$ cat src/rtl/spike_readout.sv
// Reduces the 4-bit node bus over WINDOW samples into a saturating sum and a nonzero count; the optional peak output is enabled by READOUT_PEAK_EN.
// Result is visible the cycle after the last sample; an unaccepted result is overwritten by the next one and flagged with res_ovr.
module spike_readout #(
   parameter  int WINDOW = 16,
   parameter  int ACC_W  = 8,
   localparam int CNT_W  = $clog2(WINDOW + 1)
) (
   input  logic             clk,
   input  logic             rst_n,
   input  logic             en,
   input  logic [3:0]       in,
   output logic [ACC_W-1:0] res_sum,
   output logic [CNT_W-1:0] res_cnt,
   output logic             res_sat,
   output logic             res_ovr,
   output logic             res_valid,
`ifdef READOUT_PEAK_EN
   output logic [3:0]       res_peak,
`endif
   input  logic             res_ready
);

   localparam int IDX_W = $clog2(WINDOW);

   typedef enum logic {IDLE, ACCUM} state_t;

   state_t           state;
   logic [IDX_W-1:0] idx;
   logic [ACC_W-1:0] acc_sum, sum_n;
   logic [CNT_W-1:0] acc_cnt, cnt_n;
   logic             acc_sat, sat_n;
   logic [ACC_W:0]   sum_wide;
   logic             last;
`ifdef READOUT_PEAK_EN
   logic [3:0]       acc_peak, peak_n;
`endif

   // Next accumulator values including the sample on `in` this cycle.
   always_comb begin
      sum_wide = {1'b0, acc_sum} + {{(ACC_W-3){1'b0}}, in};
      if (sum_wide[ACC_W]) begin
         sum_n = '1;
         sat_n = 1'b1;
      end else begin
         sum_n = sum_wide[ACC_W-1:0];
         sat_n = acc_sat;
      end
      cnt_n = acc_cnt + {{(CNT_W-1){1'b0}}, (in != 4'd0)};
      last  = (idx == IDX_W'(WINDOW - 1));
`ifdef READOUT_PEAK_EN
      peak_n = (in > acc_peak) ? in : acc_peak;
`endif
   end

   always_ff @(posedge clk) begin
      if (!rst_n) begin
         state     <= IDLE;
         idx       <= '0;
         acc_sum   <= '0;
         acc_cnt   <= '0;
         acc_sat   <= 1'b0;
         res_sum   <= '0;
         res_cnt   <= '0;
         res_sat   <= 1'b0;
         res_ovr   <= 1'b0;
         res_valid <= 1'b0;
`ifdef READOUT_PEAK_EN
         acc_peak  <= '0;
         res_peak  <= '0;
`endif
      end else begin
         // A window-end load below takes priority over this accept.
         if (res_valid && res_ready)
            res_valid <= 1'b0;
         case (state)
            IDLE: begin
               if (en) begin
                  state   <= ACCUM;
                  idx     <= IDX_W'(1);
                  acc_sum <= sum_n;
                  acc_cnt <= cnt_n;
                  acc_sat <= sat_n;
`ifdef READOUT_PEAK_EN
                  acc_peak <= peak_n;
`endif
               end
            end
            ACCUM: begin
               if (!en || last) begin
                  idx     <= '0;
                  acc_sum <= '0;
                  acc_cnt <= '0;
                  acc_sat <= 1'b0;
`ifdef READOUT_PEAK_EN
                  acc_peak <= '0;
`endif
                  if (!en) begin
                     state <= IDLE;
                  end else begin
                     res_sum   <= sum_n;
                     res_cnt   <= cnt_n;
                     res_sat   <= sat_n;
                     res_ovr   <= res_valid && !res_ready;
                     res_valid <= 1'b1;
`ifdef READOUT_PEAK_EN
                     res_peak  <= peak_n;
`endif
                  end
               end else begin
                  idx     <= idx + IDX_W'(1);
                  acc_sum <= sum_n;
                  acc_cnt <= cnt_n;
                  acc_sat <= sat_n;
`ifdef READOUT_PEAK_EN
                  acc_peak <= peak_n;
`endif
               end
            end
            default: state <= IDLE;
         endcase
      end
   end

endmodule

$ cat config.mk
export PLATFORM = sky130hd
export DESIGN_NAME = spike_readout
export DESIGN_NICKNAME = d
export VERILOG_FILES = /design/src/rtl/spike_readout.sv
export SDC_FILE = /design/constraint.sdc
export NUM_CORES = 1
export LEC_CHECK = 0
export ABC_AREA = 1
export CAP_MARGIN = 10
export CORE_ASPECT_RATIO = 0.9
export CORE_MARGIN = 1.5
export CORE_UTILIZATION = 35
export CTS_BUF_LIST = sky130_fd_sc_hd__clkbuf_2
export CTS_CLUSTER_DIAMETER = 60
export CTS_CLUSTER_SIZE = 25
export DETAILED_ROUTE_END_ITERATION = 8
export HOLD_SLACK_MARGIN = 0.03
export PLACE_DENSITY = 0.54
export SYNTH_ARGS = -nofsm -noshare
export SYNTH_HDL_FRONTEND = slang
export SYNTH_SLANG_ARGS = --single-unit
$ cat constraint.sdc
create_clock -name clk -period 1.9 [get_ports clk]
set_clock_uncertainty 0.05 [all_clocks]
set_input_delay 0.19 -clock clk [delete_from_list [all_inputs] [get_ports clk]]
set_output_delay 0.19 -clock clk [all_outputs]
set_load 0.01 [all_outputs]
### After elaboration in Yosys (flattened, before gate mapping)

Index checks and enable logic that the tools add are counted.

* flip-flop bits (word level): 35
* logic and storage cells: 44

* $add $sub $neg: 3
* equality and inequality tests: 2
* multiplexer cells: 21
* bitwise logic cells: 1
* reduce and logical (&&, ||, !) cells: 7

Operators by type and width (count)
* 8-bit two-way mux: 3
* 8-bit case mux with 2 select lines: 1
* 5-bit two-way mux: 2
* 5-bit case mux with 2 select lines: 1
* 8-bit by 4-bit adder with 9-bit output: 1
* 1-bit two-way mux: 9
* 4-bit two-way mux: 2
* 4-bit case mux with 2 select lines: 1
* 5-bit by 1-bit adder with 5-bit output: 1
* 4-bit by 1-bit adder with 4-bit output (second input constant): 1
* 4-bit equality test (second input constant): 1
* 1-bit case mux with 2 select lines: 2
* 4-bit nonzero test: 1
* 3-bit AND reduction: 1
* 1-bit logical AND: 2
* 1-bit zero test: 2
* 2-bit != test (second input constant): 1
* 1-bit logical OR: 1
* 1-bit inverter: 1

### Logic depth before layout (Yosys ltp)

* word-level depth: 5
* gate-level depth with buffers: 10

### Worst setup path before layout

No wires, ideal clock.

* path type: flip-flop to flip-flop
* start point: register acc_sum[0]
* end point: register res_sum[5]
* arrival time: 1.525 ns
* data required time: 1.735 ns
* path slack: 0.209 ns
* stages on the path, launching flop included: 9
* path buffers: 0
* cells stage by stage: dfxtp_1 ha_1 fa_1 nand3_1 nand2_1 nand2_1 nand3_1 o21ai_0 inv_1

* longest elaborated chain between the ends: 2

Ends and longest elaborated chain
* from (decl): line 29 `logic [ACC_W-1:0] acc_sum, sum_n;`
* from (signal assigned): line 80 `acc_sum <= sum_n;`
* from (signal assigned): line 111 `acc_sum <= sum_n;`
* 8-bit by 4-bit adder with 9-bit output: line 40 `sum_wide = {1'b0, acc_sum} + {{(ACC_W-3){1'b0}}, in};`
* 8-bit two-way mux: line 41 `if (sum_wide[ACC_W]) begin`
* to (signal assigned): line 100 `res_sum <= sum_n;`
* to (decl): line 12 `output logic [ACC_W-1:0] res_sum,`

No other way between the ends.
A chain may end at the register's enable or synchronous reset.

### Worst setup path after layout

* start point: input port in[1]
* end point: register acc_cnt[4]

* longest elaborated chain between the ends: 4

Ends and longest elaborated chain
* from (decl): line 11 `input logic [3:0] in,`
* 4-bit nonzero test *: line 48 `cnt_n = acc_cnt + {{(CNT_W-1){1'b0}}, (in != 4'd0)};`
* 5-bit by 1-bit adder with 5-bit output *: line 48
* 5-bit two-way mux, on equally long branches: line 89, 77
* 5-bit case mux with 2 select lines *: line 75 `case (state)`
* to (signal assigned): line 81 `acc_cnt <= cnt_n;`
* to (signal assigned): line 112 `acc_cnt <= cnt_n;`
* to (decl): line 30 `logic [CNT_W-1:0] acc_cnt, cnt_n;`

Mark *: on every way between the ends. The rest lies on a longest branch, timed or not. The select of a mux whose other input is x is not followed.

==> flow_metrics.py <==
metrics = {
    "outcome": {
        "status": "finished clean",
    },
    "timing": {
        "drv_slew": 0,
        "hold_viol": 0,
        "period_share": 0.940,
        "tns_ns": 0,
        "tightest_slew_ns": 0.438,
        "min_period_ns": 1.79,
        "setup_viol": 0,
        "fin_hold_ws_ns": 0.399,
        "max-slew-margin-rel": 0.708,
        "fin_ws_ns": 0.114,
        "fmax_ghz": 0.560,
    },
    "yosys": {
        "yosysTopAreaCell": "dfxtp_1",
        "syn_inst": 230,
        "yosys_warnings": 0,
        "synthArstFlopShare": 0,
        "yosys_register_bits": 35,
        "synthAdderAreaFrac": 0.0650,
        "yosys.area_share.simple": 0.280,
        "synth_xor_area_frac": 0.0264,
        "synthMuxAreaShare": 0,
        "synth.distinct_cells": 26,
        "synth_edf_count": 0,
        "seq_area_frac_synth": 0.423,
        "synth_area_per_cell_um2": 7.20,
        "synth_top_family_by_area": "simple AND/OR/NAND/NOR gates",
        "synthTopCellsByArea": "dfxtp_1 (42%), nand2_1 (11%), nor2_1 (7.5%)",
        "synth_compound_area_frac": 0.125,
        "synth_fp_nets": 246,
        "syn-cell-area_mm2": 0.00166,
        "ys_top_cells_by_count": "nand2_1 (50), dfxtp_1 (35), nor2_1 (33)",
        "synth-main-ff-cell": "dfxtp_1",
        "yosysMostFrequentCell": "nand2_1",
        "synth.top_cell.area_share": 0.423,
    },
    "worst_hold_path": {
        "min_path_cells": 4,
        "hold_start": "res_ready",
        "hold_end": "res_valid",
        "hold_class": "in2reg",
    },
    "global_routing": {
        "grt_pass1_vias": 1287,
        "track_usage": 0.153,
        "gr-total-overflow": 0,
        "grt_max_degree": 15,
        "grt_pass1_wl_mm": 5.83,
        "grt_antenna_before_repair": 0,
    },
    "clock_network": {
        "cts.clk_slew.worst_paths_ns": 0.19,
        "clock_latency_ns": 0.37,
        "cts.sinks": 35,
        "cts_tree": "done",
        "ctsLongestPathBuffers": 2,
        "cts_root_buffer": "clkbuf_2",
        "h-tree-depth": 2,
        "cts_buffers": 5,
        "postCtsHoldBufs": 0,
    },
    "worst_setup_path": {
        "r2r_setup_slack_ns": 0.15,
        "crit_path_max_fanout": 3,
        "r2r_end": "acc_sum[6]",
        "endpoint_kind": "flop",
        "critPathKind": "in2reg",
        "r2r-start": "acc_sum[0]",
        "critPathArrivalTime_ns": 2.04,
        "cp-start-kind": "primary input",
        "r2r_cells": 10,
        "cp.required_ns": 2.16,
    },
    "routing": {
        "routed_wl_mm": 3.65,
        "first_pass_iters": 4,
        "drt_drc_violations_left": 0,
        "wl_per_cell_um": 11.0,
        "drtIter0Drc": 48,
        "antenna_left": 0,
        "drt-vias-per-instance": 4.61,
        "dr_total_vias": 1527,
    },
    "floorplan": {
        "die_h_um": 68.3,
        "dieArea_mm2": 0.00516,
        "io_pins": 24,
        "row_count": 23,
        "start_util": 0.369,
        "dieWidth_um": 75.5,
        "core_area_mm2": 0.00449,
    },
    "power": {
        "peakVddDrop_mv": 0.428,
        "swShare": 0.278,
        "power_frac_seq": 0.592,
        "p_per_area_mw_per_mm2": 616,
        "p_leak_nw": 0.922,
        "p_comb_frac": 0.135,
        "switching_power_w": 0.000359,
        "power_frac_clock": 0.273,
        "p_int_w": 0.000932,
        "power_w": 0.00129,
    },
    "placement": {
        "dpl.hpwl_mm": 2.67,
        "io_buffers": 23,
        "dpl_worst_slack_ns": -0.313,
        "detailed_place.area_mm2": 0.00204,
        "gp_congestion": 0.765,
    },
    "layout": {
        "final_layout_size_suffix_gt1_frac": 0.123,
        "syn2layout_area_growth_pct": 26.4,
        "final_nets": 284,
        "ff_latch_area_um2": 702,
        "fillers": 495,
        "diodes": 0,
        "finalInstanceArea_mm2": 0.00209,
        "multi_input_area_um2": 831,
    },
    "job": {
        "drv_cap": 0,
    },
}
## flip-flops by register name (all words and copies together) (netlist names)
name / count
acc_sat: 1
idx: 4
state: 1
res_sat: 1
res_ovr: 1
res_cnt: 5
acc_cnt: 5
res_valid: 1
res_sum: 8
acc_sum: 8
## what timing repair did
| item | in CTS | in global routing |
|---|---|---|
| resized for setup | 0 | 5 |
| setup buffers | 0 | 1 |
| setup endpoints to repair | 0 | 17 |
## critical path, cell delays in order
cell and delay, ns:
clkdlybuf4s50_1 0.49, or4_1 0.52, ha_1 0.22, ha_1 0.20, nand3_1 0.10, xnor2_1 0.14
nand2_1 0.07, a21oi_1 0.12
## per-layer routing
| metal | global-route usage | share of wire | up-vias |
|---|---|---|---|
| met2 | 0.226 | 0.42 | 30 |
| met3 | 0.0398 | 0.044 | 5 |
| met4 | 0.0469 | 0.0090 | 0 |
| li1 | - | - | 817 |
| met5 | 0 | 0 | - |
| met1 | 0.215 | 0.53 | 675 |
## power by group through the flow
stage / Clock, W / Sequential (W) / Combinational [W]
after global placement: 0 / 0.000779 / 0.000173
after CTS: 0.000360 / 0.000764 / 0.000172
after floorplan: 0 / 0.000776 / 0.000101
final: 0.000352 / 0.000764 / 0.000175
after detailed placement: 0 / 0.000779 / 0.000171
after global routing: 0.000393 / 0.000767 / 0.000197
## worst max-delay path by stage
stage / start / to
global placement: in[1] / acc_cnt[4]
detailed placement: in[0] / res_sum[5]
finish: in[1] / acc_cnt[4]
CTS: acc_sum[0] / res_sum[5]
global route: acc_sum[0] / acc_sum[6]
floorplan: acc_sum[0] / res_sum[5]
## area by class of cell
cell class / count / area share
tap: 62 / 0.0370
timing repair buffer: 39 / 0.167
clock buffer: 7 / 0.0167
multi-input combinational: 162 / 0.397
inverter: 25 / 0.0448
clock inverter: 1 / 0.00239
sequential: 35 / 0.335
## metrics by stage
stage	utilization	cells
6_report	0.467	331
5_1_grt	0.467	331
4_1_cts	0.463	330
3_5_place_dp	0.454	322
3_3_place_gp	0.454	322
2_1_floorplan	-	230
## logic make-up (layout without fill, tap and decap cells)
kind of cell,Yosys count,count (layout)
simple gates,109,109
fa+ha+maj,8,8
xor+xnor,5,5
flops,35,35
buf+inv,33,72
compound gates,40,40
## cell usage in the layout (no fill, tap or decap), types with 2 or more instances in the layout
master and count:
clkbuf_2 7, a211oi_1 2, nand3_1 15, nand2_2 2, nand2_1 49, ha_1 6, nor3_1 2, clkdlybuf4s50_1 23
xor2_1 2, xnor2_1 3, a21oi_1 20, inv_1 24, nor2_1 33, nand4_1 3, dfxtp_1 34, buf_4 16
o21ai_0 16
Note: power is estimated with default switching activity, not from simulation.
